File: src/rtl/oversample_phase_aligner.sv
// oversample_phase_aligner: per-channel edge histogramming of oversampled data and selection
// of the sample phase farthest from transitions, with lock/hysteresis and error counting.
module oversample_phase_aligner #(
    parameter int NCHAN            = 1,
    parameter int BPC              = 2,
    parameter int OSR              = 4,
    parameter int WINDOW_LOG2      = 6,
    parameter int LOCK_COUNT       = 3,
    parameter int LOCK_HOLD        = 4,
    parameter bit PHASE_SEL_MANUAL = 1'b0,
    localparam int PW = $clog2(OSR),
    localparam int NS = BPC * OSR
) (
    input  logic                  i_clock,
    input  logic                  i_reset_n,
    input  logic [NCHAN*NS-1:0]   i_samples,
    input  logic [NCHAN*PW-1:0]   i_phase_sel_in,
    input  logic                  i_err_cnt_reset,
    output logic [NCHAN*BPC-1:0]  o_d_out,
    output logic [NCHAN*PW-1:0]   o_phase_sel_out,
    output logic [NCHAN-1:0]      o_locked,
    output logic [NCHAN-1:0]      o_phase_change,
    output logic [NCHAN-1:0]      o_phase_err,
    output logic [NCHAN*16-1:0]   o_err_cnt
);
    typedef enum logic {HUNT, LOCKED} state_t;

    logic [WINDOW_LOG2-1:0] r_win;
    logic                   w_win_end;

    assign w_win_end = &r_win;

    always_ff @(posedge i_clock or negedge i_reset_n) begin
        if (!i_reset_n) r_win <= '0;
        else            r_win <= r_win + 1'b1;
    end

    for (genvar c = 0; c < NCHAN; c++) begin : g_ch
        logic [NS-1:0]          r_s;
        logic                   r_prev;
        logic [NS:0]            w_stream;
        logic [OSR-1:0]         r_e, w_e;
        logic [OSR-1:0]         w_bits [BPC];
        logic [BPC-1:0]         r_d, w_d;
        logic [WINDOW_LOG2:0]   r_cnt [OSR];
        logic [WINDOW_LOG2:0]   w_sum [OSR];
        logic [WINDOW_LOG2:0]   w_best;
        logic [PW-1:0]          w_bidx, w_cand, w_sel_p1;
        state_t                 r_state, w_state_nx;
        logic [PW-1:0]          r_sel, w_sel_nx;
        logic [7:0]             r_match, w_match_nx, r_dis, w_dis_nx;
        logic                   r_pc, r_perr;
        logic [15:0]            r_err;

        // sample stream with the previous clock's last sample prepended as index -1
        assign w_stream = {r_s, r_prev};
        assign w_sel_p1 = r_sel + 1'b1;

        always_comb begin
            w_e = '0;
            for (int k = 0; k < NS; k++)
                w_e[k % OSR] = w_e[k % OSR] | (w_stream[k+1] ^ w_stream[k]);
        end

        always_comb begin
            for (int b = 0; b < BPC; b++) begin
                w_bits[b] = r_s[b*OSR +: OSR];
                w_d[b]    = w_bits[b][r_sel];
            end
        end

        // closing-window totals include this clock's e_r; strict compare keeps the lowest phase on ties
        always_comb begin
            w_best = '0;
            w_bidx = '0;
            for (int p = 0; p < OSR; p++) begin
                w_sum[p] = r_cnt[p] + {{WINDOW_LOG2{1'b0}}, r_e[p]};
                if (w_sum[p] > w_best) begin
                    w_best = w_sum[p];
                    w_bidx = PW'(p);
                end
            end
            w_cand = w_bidx + PW'(OSR / 2);
        end

        always_comb begin
            w_state_nx = r_state;
            w_sel_nx   = r_sel;
            w_match_nx = r_match;
            w_dis_nx   = r_dis;
            if (PHASE_SEL_MANUAL) begin
                w_sel_nx = i_phase_sel_in[c*PW +: PW];
            end else if (w_win_end && w_best != '0) begin
                if (r_state == HUNT) begin
                    w_sel_nx   = w_cand;
                    w_match_nx = (w_cand == r_sel) ? r_match + 1'b1 : 8'd1;
                    if (w_match_nx == 8'(LOCK_COUNT)) begin
                        w_state_nx = LOCKED;
                        w_match_nx = '0;
                    end
                end else if (w_cand == r_sel) begin
                    w_dis_nx = '0;
                end else begin
                    w_dis_nx = r_dis + 1'b1;
                    if (w_dis_nx == 8'(LOCK_HOLD)) begin
                        w_sel_nx = w_cand;
                        w_dis_nx = '0;
                    end
                end
            end
        end

        always_ff @(posedge i_clock or negedge i_reset_n) begin
            if (!i_reset_n) begin
                r_s     <= '0;
                r_prev  <= 1'b0;
                r_e     <= '0;
                r_d     <= '0;
                for (int p = 0; p < OSR; p++) r_cnt[p] <= '0;
                r_state <= HUNT;
                r_sel   <= '0;
                r_match <= '0;
                r_dis   <= '0;
                r_pc    <= 1'b0;
                r_perr  <= 1'b0;
                r_err   <= '0;
            end else begin
                r_s     <= i_samples[c*NS +: NS];
                r_prev  <= r_s[NS-1];
                r_e     <= w_e;
                r_d     <= w_d;
                for (int p = 0; p < OSR; p++) r_cnt[p] <= w_win_end ? '0 : w_sum[p];
                r_state <= w_state_nx;
                r_sel   <= w_sel_nx;
                r_match <= w_match_nx;
                r_dis   <= w_dis_nx;
                r_pc    <= !PHASE_SEL_MANUAL && (w_sel_nx != r_sel);
                r_perr  <= r_e[r_sel] | r_e[w_sel_p1];
                if (i_err_cnt_reset)
                    r_err <= '0;
                else if (r_perr && r_state == LOCKED && r_err != 16'hFFFF)
                    r_err <= r_err + 1'b1;
            end
        end

        assign o_d_out[c*BPC +: BPC]       = r_d;
        assign o_phase_sel_out[c*PW +: PW] = r_sel;
        assign o_locked[c]                 = (r_state == LOCKED);
        assign o_phase_change[c]           = r_pc;
        assign o_phase_err[c]              = r_perr;
        assign o_err_cnt[c*16 +: 16]       = r_err;
    end
endmodule

File: config.mk
export PLATFORM = sky130hd
export DESIGN_NAME = oversample_phase_aligner
export DESIGN_NICKNAME = d
export VERILOG_FILES = /design/src/rtl/oversample_phase_aligner.sv
export SDC_FILE = /design/constraint.sdc
export NUM_CORES = 1
export LEC_CHECK = 0
export ABC_AREA = 1
export BUFFER_PORTS_ARGS = -buffer_cell sky130_fd_sc_hd__buf_4
export CAP_MARGIN = 0
export CORE_MARGIN = 4
export CORE_UTILIZATION = 60
export DETAILED_ROUTE_END_ITERATION = 8
export GPL_TIMING_DRIVEN = 0
export PLACE_DENSITY = 0.86
export SLEW_MARGIN = 15
export SYNTH_ARGS = -nofsm -noshare
export SYNTH_HDL_FRONTEND = slang
export SYNTH_SLANG_ARGS = --single-unit
export TNS_END_PERCENT = 5
File: constraint.sdc
create_clock -name i_clock -period 6.2 [get_ports i_clock]
set_input_delay 1.55 -clock i_clock [delete_from_list [all_inputs] [get_ports i_clock]]
set_output_delay 1.55 -clock i_clock [all_outputs]
set_load 0.1 [all_outputs]
Yosys cells after proc, flatten, opt, wreduce, memory -nomap -nowiden
Cells that the tools add are included.
- add/subtract/negate cells: 10
- magnitude comparators: 6
- equal/unequal tests: 5
- multiplexer cells: 31
- bitwise logic cells: 14
- reductions and logical operators: 8
- operator list (operator ; count):
    two-way mux 7 bit ; 8
    two-way mux 16 bit ; 2
    two-way mux 8 bit ; 4
    adder 7 x 1 -> 7 bit ; 4
    > comparator 7 bit ; 3
    adder 16 x 1 -> 16 bit, second input constant ; 1
    adder 8 x 1 -> 8 bit, second input constant ; 2
    != test 16 bit, second input constant ; 1
    two-way mux 2 bit ; 6
    binary-select mux 1 bit (select 2 bit) ; 4
    equality test 8 x 2 -> 1 bit, second input constant ; 1
    equality test 8 x 3 -> 1 bit, second input constant ; 1
    bitwise XOR 1 bit ; 8
    > comparator 7 x 1 -> 1 bit, second input constant ; 1
    two-way mux 1 bit ; 7
    nonzero test 7 bit ; 1
    adder 6 x 1 -> 6 bit, second input constant ; 1
    < comparator 2 x 3 -> 1 bit, second input constant ; 2
    AND reduction 6 bit ; 1
    OR 1 bit ; 5
    AND reduction 2 bit ; 2
    logical AND 1 bit ; 3
    adder 2 x 1 -> 2 bit, second input constant ; 1
    adder 2 bit, second input constant ; 1
    other kinds (4) ; 4
- bits in registers: 86
- input bits: 13
- output and inout port bits: 23
- word-level logic and storage cells: 90

Longest topological paths before layout
Gate-level depths: netlist (run 1).
- depth after elaboration: 15
- mapped depth: 43
- depth with buffers taken out: 43

Worst setup path after synthesis (run 1)
No wires, ideal clock.
- kind: register to register
- start point: register g_ch[0].r_e[0]
- end point: register g_ch[0].r_match[5]
- setup time: 74 ps
- arrival time: 4772 ps
- data required time: 6126 ps
- setup slack: 1354 ps
- stages on the path, launching flop included: 41
- path buffers: 1
- clock period less this slack: 4846 ps
- cell sequence: dfrtp_1 > ha_1 > ha_1 > nand3_1 > nor2_1 > nand2_1 > nand2_1 > nand2_1 > inv_1 > ha_1 > nand2_2 > inv_2 > a21oi_4 > nand2_8 > nand2_4 > nand2_2 > and2_1 > ha_1 > (+5 left out) > inv_2 > nand2_1 > nand2_2 > ha_1 > a21oi_1 > o21ai_1 > nand2_1 > nand3_1 > nand2_1 > nand2_1 > nand2_1 > nand2_1 > nor2_4 > inv_1 > buf_2 > nor2_1 > nand2_2 > o21ai_2
- longest elaborated chain between the ends: 14
- ends and longest elaborated chain (item ; RTL line ; text):
    from (decl) ; 42 ; logic [OSR-1:0] r_e, w_e;
    from (signal assigned) ; 130 ; r_e <= w_e;
    adder 7 x 1 -> 7 bit * ; 77 ; w_sum[p] = r_cnt[p] + {{WINDOW_LOG2{1'b0}}, r_e[p]};
    > comparator 7 x 1 -> 1 bit ; 78 ; if (w_sum[p] > w_best) begin
    two-way mux 7 bit * ; 78 ;
    > comparator 7 bit ; 78 ;
    two-way mux 7 bit ; 78 ;
    > comparator 7 bit ; 78 ;
    two-way mux 7 bit ; 78 ;
    > comparator 7 bit ; 78 ;
    two-way mux 2 bit ; 78 ;
    adder 2 bit ; 83 ; w_cand = w_bidx + PW'(OSR / 2);
    equality test 2 bit ; 96 ; w_match_nx = (w_cand == r_sel) ? r_match + 1'b1 : 8'd1;
    two-way mux 8 bit ; 96 ;
    equality test 8 x 2 -> 1 bit ; 97 ; if (w_match_nx == 8'(LOCK_COUNT)) begin
    two-way mux 8 bit ; 97 ;
    to (signal assigned) ; 135 ; r_match <= w_match_nx;
    to (decl) ; 51 ; logic [7:0] r_match, w_match_nx, r_dis, w_dis_nx;
Mark *: on every way between the ends. The rest lies on a longest branch, timed or not.
A chain may end at the register's enable or synchronous reset.

Worst setup path in the final report (run 1)
Same ends and word-level chain as after synthesis.

==> metrics.cfg, run 1 <==
[clock_network]
clock_sinks=86
cts_root_buf=clkbuf_8
tritoncts=done
cts_max_level=3
clk_pin_slew_ns=0.09
cts_max_path_buffers=2
cts_made_buffers=9
clk_latency_ns=0.36
postCtsHoldBufs=0

[detailed_routing]
drt-total-wl_um=10950
drt_pass1_iterations=5
antenna_left=0
wl_per_cell_um=14.00
wl_met3_um=423
vias_per_cell=5.430
vias=4246
drc=0
drt_iter0_drc=216
highest_layer=met4
drt-met1-wl_um=4628
wl_met2_um=5687

[worst_setup_path]
r2r_cells=41
crit_type=flip-flop to flip-flop
cp-end-kind=flip-flop
cp_common_cell=nand2_1
rrSetupSlack_ns=0.48
arrival_ns=6.01
crit_slowest_cell=dfrtp_1
reg2reg_to=g_ch[0].r_match[5]$_DFFE_PN0P_
reg2reg_from=g_ch[0].r_e[0]$_DFF_PN0_
cp_max_fo=10
max_stage_delay_ns=0.39
critPathRequiredTime_ns=6.49
cp_top_family=simple AND/OR/NAND/NOR gates
path_buf_inv=7
critical_path.startpoint_type=flip-flop

[min_path]
min_path_type=flip-flop to flip-flop
hold_path_end=g_ch[0].r_prev$_DFF_PN0_
hold_start=g_ch[0].r_s[7]$_DFF_PN0_
min_path_cells=0

[sta]
max_freq_mhz=174.9
period_needed_ns=5.717
setup_tns_ns=0
setup_viol=0
fin_crit_sh=0.9222
drv_slew=0
fin_skew_ns=0.01577
hold_viol_final=0
tightest_slew_ns=0.6224
hold_slack_ns=0.4500
relSlewSlack=0.5851

[synth]
synth_nets=672
synth_edf_count=0
synth_warnings=0
synthFlopType=dfrtp_1
syn_inst=625
ys_async_sr_fraction=1.000
ys_seq_area_frac=0.4200
syn_avg_cell_area_um2=8.198
synth_seq_cells=86
synth_cell_types=45
synth_area_um2=5124

[placement]
portBuffers=32
gp_congestion=0.8859
dpl_cell_area_um2=5495
dp_hpwl_um=7986

[final_layout]
n_antenna_cell=0
drive_above_1_share=0.1477
final_common_cell=nand2_1
fin_nets=719
most-common-layout-cells=nand2_1 (130), dfrtp_1 (86), inv_1 (85), nor2_1 (71), nand3_1 (47)
area_growth_pct=12.53
design_area_um2=5766

[global_route]
grt_pass1_vias=4322
grt_max_degree=87
antenna_found_initial=0
track_usage=0.2347
overflow=0
grt_pass1_wl_um=19110

[run_status]
outcome=completed

[floorplanning]
dieArea_um2=10080
rows=33
start_util=0.6205
core_area_um2=8258
die_w_um=100.4
ioPinCount=36
die_y_um=100.4

[job]
drv_cap=0

==> worst max-delay path by stage <==
stage | start | end | cells past startpoint
after floorplan | g_ch[0].r_e[0]$_DFF_PN0_ | g_ch[0].r_match[5]$_DFFE_PN0P_ | 40
after global placement | g_ch[0].r_e[0]$_DFF_PN0_ | g_ch[0].r_match[5]$_DFFE_PN0P_ | 41
after detailed placement | g_ch[0].r_e[1]$_DFF_PN0_ | g_ch[0].r_match[5]$_DFFE_PN0P_ | 41
after CTS | g_ch[0].r_e[1]$_DFF_PN0_ | g_ch[0].r_match[1]$_DFFE_PN0P_ | 41
after global routing | g_ch[0].r_e[0]$_DFF_PN0_ | g_ch[0].r_match[4]$_DFFE_PN0P_ | 40
final | g_ch[0].r_e[0]$_DFF_PN0_ | g_ch[0].r_match[5]$_DFFE_PN0P_ | 41
==> logic make-up (layout without fill, tap and decap cells) <==
logic type / Yosys count / in the layout / synth area share
AOI/OAI and AO/OA: 67 / 67 / 0.08059
xor gates and xnor gates: 33 / 33 / 0.05641
adders and majority gates: 34 / 34 / 0.08303
buffers and inverters: 97 / 149 / 0.07570
DFF: 86 / 86 / 0.4200
and+or+nand+nor: 308 / 308 / 0.2842
==> cells in the mapped netlist, types with 3 or more instances <==
cell type / n / share of area
nand2_1: 132 / 0.097
dfrtp_1: 86 / 0.42
inv_1: 85 / 0.062
nor2_1: 73 / 0.053
nand3_1: 47 / 0.046
ha_1: 34 / 0.083
o21ai_0: 22 / 0.021
a21oi_1: 20 / 0.020
xor2_1: 19 / 0.032
nand2_2: 14 / 0.017
xnor2_1: 14 / 0.024
nor3_1: 9 / 0.0088
nand4_1: 7 / 0.0085
a211oi_1: 6 / 0.0088
clkbuf_1: 5 / 0.0037
o21ai_2: 5 / 0.0085
and2_1: 4 / 0.0049
nand3b_1: 4 / 0.0059
nand2_4: 3 / 0.0066
nand3_2: 3 / 0.0059
o21ai_1: 3 / 0.0029
==> flip-flops by register name (all words and copies together) (netlist names) <==
register	count
o_phase_change	1
g_ch.r_cnt	28
o_err_cnt	16
o_phase_sel_out	2
o_locked	1
r_win	6
o_d_out	2
g_ch.r_match	8
g_ch.r_e	4
g_ch.r_s	8
g_ch.r_dis	8
g_ch.r_prev	1
o_phase_err	1
==> metrics by stage <==
step | setup slack (ns) | std cells | util
4_1_cts | 0.4416 | 778 | 0.6903
2_1_floorplan | 1.354 | 625 | -
5_1_grt | -0.01191 | 782 | 0.6982
6_report | 0.4826 | 782 | 0.6982
3_3_place_gp | 0.8131 | 762 | 0.6655
3_5_place_dp | 0.5849 | 762 | 0.6655
==> area by class of cell <==
class | instances | area [um^2]
Multi-Input combinational cell | 442 | 2599
Fill cell | 637 | 2492
Sequential cell | 86 | 2152
Inverter | 88 | 332.8
Timing Repair Buffer | 36 | 290.3
Tap cell | 105 | 131.4
Clock buffer | 9 | 123.9
Clock inverter | 7 | 81.33
Buffer | 9 | 55.05
==> timing repair <==
item | in CTS | in global routing
setup endpoints to repair | 0 | 18
resized for setup | 0 | 5
buffers inserted | 0 | 3
==> per-layer routing <==
layer  vias up  global-route usage
li1       2104                   -
met1      2027              0.2915
met2        94              0.4108
met3        21             0.04239
met4         0             0.08083
met5         -                   0
Power of run 1 is not shown: default switching activity piles up to over one toggle a cycle in this logic, so the estimate is an artifact.
==> run 2, diff against run 1 <==
--- a/config.mk
+++ b/config.mk
@@ -11,6 +11,7 @@
 export CORE_MARGIN = 4
 export CORE_UTILIZATION = 60
 export DETAILED_ROUTE_END_ITERATION = 8
+export GPL_ROUTABILITY_DRIVEN = 0
 export GPL_TIMING_DRIVEN = 0
 export PLACE_DENSITY = 0.86
 export SLEW_MARGIN = 15
==> constraint.sdc (replaced) <==
create_clock -name i_clock -period 6.85 [get_ports i_clock]
set_input_delay 1.7125 -clock i_clock [delete_from_list [all_inputs] [get_ports i_clock]]
set_output_delay 1.7125 -clock i_clock [all_outputs]
set_load 0.1 [all_outputs]
==> run 2 against run 1 <==
  * Register-to-register slack better by 0.55 ns
  * Flip-flop and latch count stayed put
  * Clock skew hardly changed
  * Utilization is 0.45 points lower
  * Critical path type unchanged
==> metrics.cfg, run 2 (synthesis gave the netlist of run 1 again) <==
[worst_setup_path]
cp_common_cell=nand2_1
crit_type=flip-flop to flip-flop
cp-end-kind=flip-flop
crit_slowest_cell=dfrtp_1
arrival_ns=6.12
cp_top_family=simple AND/OR/NAND/NOR gates
critical_path.startpoint_type=flip-flop
max_stage_delay_ns=0.38
rrSetupSlack_ns=1.03
critPathRequiredTime_ns=7.15
path_buf_inv=6
cp_max_fo=10

[sta]
tightest_slew_ns=0.6249
period_needed_ns=5.820
rsz0062_at_grt=no
hold_slack_ns=0.4491
drv_slew=0
fin_skew_ns=0.01551
max_freq_mhz=171.8
hold_viol_final=0
fin_crit_sh=0.8496
setup_viol=0
setup_tns_ns=0
relSlewSlack=0.5834

[detailed_routing]
drc=0
vias_per_cell=5.433
drt-met1-wl_um=4619
wl_met2_um=5679
antenna_left=0
wl_met3_um=415
highest_layer=met4
drt_pass1_iterations=5
wl_per_cell_um=13.98
drt-total-wl_um=10890
drt_iter0_drc=182
vias=4232

[final_layout]
fin_nets=716
most-common-layout-cells=nand2_1 (132), dfrtp_1 (86), inv_1 (85), nor2_1 (73), nand3_1 (47)
largest-register=g_ch.r_cnt
largest_reg_flops=28
final_util=0.6936
fill_cells=651
design_area_um2=5728
drive_above_1_share=0.1380
seqCellArea_um2=2152
n_antenna_cell=0
multi_input_area_um2=2584
final_common_cell=nand2_1
area_growth_pct=11.79

[floorplanning]
ioPinCount=36
die_w_um=100.4
rows=33
dieArea_um2=10080
start_util=0.6205
die_y_um=100.4
core_area_um2=8258

[global_route]
grt_pass1_vias=4322
grt_max_degree=87
overflow=0
grt_pass1_wl_um=19110
antenna_found_initial=0
track_usage=0.2347

[clock_network]
tritoncts=done
cts_root_buf=clkbuf_8
cts_resized=0
cts_made_buffers=9
cts_max_path_buffers=2
postCtsHoldBufs=0
clk_pin_slew_ns=0.09
cts_max_level=3
clock_sinks=86
post-cts-setup-buffers=0
clk_latency_ns=0.37

[run_status]
outcome=completed

[min_path]
min_path_type=flip-flop to flip-flop

[placement]
portBuffers=32
dp_hpwl_um=7986
dpl_cell_area_um2=5495

[job]
drv_cap=0

run 2: area by class of cell:
| class | instances | area share |
|---|---|---|
| buffer | 9 | 0.009611 |
| clock buffer | 9 | 0.02163 |
| clock inverter | 7 | 0.01420 |
| inverter | 88 | 0.05810 |
| multi-input combinational | 442 | 0.4511 |
| sequential | 86 | 0.3757 |
| tap | 105 | 0.02294 |
| timing repair buffer | 33 | 0.04675 |
run 2: through the flow:
step / cells / setup slack, ns
floorplan: 625 / 2.004
global placement: 762 / 1.463
detailed placement: 762 / 1.235
CTS: 778 / 1.092
global route: 779 / 0.4006
finish: 779 / 1.030
run 2: routing by layer:
layer / GRT usage / up-vias
met5: 0 / -
met4: 0.08083 / 0
met3: 0.04239 / 17
met2: 0.4108 / 102
met1: 0.2915 / 2006
li1: - / 2107
run 2: worst paths after layout:
kind	start	to	depth (start not counted)
max in group asynchronous	i_reset_n	g_ch[0].r_dis[2]$_DFFE_PN0P_	2
hold reg to reg	g_ch[0].r_s[7]$_DFF_PN0_	g_ch[0].r_prev$_DFF_PN0_	0
hold / removal	g_ch[0].r_s[7]$_DFF_PN0_	g_ch[0].r_prev$_DFF_PN0_	0
min in group asynchronous	i_reset_n	g_ch[0].r_cnt[19]$_DFF_PN0_	1
setup reg to reg	g_ch[0].r_e[1]$_DFF_PN0_	g_ch[0].r_match[5]$_DFFE_PN0P_	41
setup / recovery	g_ch[0].r_e[1]$_DFF_PN0_	g_ch[0].r_match[5]$_DFFE_PN0P_	41
Power of run 2 is left out for the same reason.
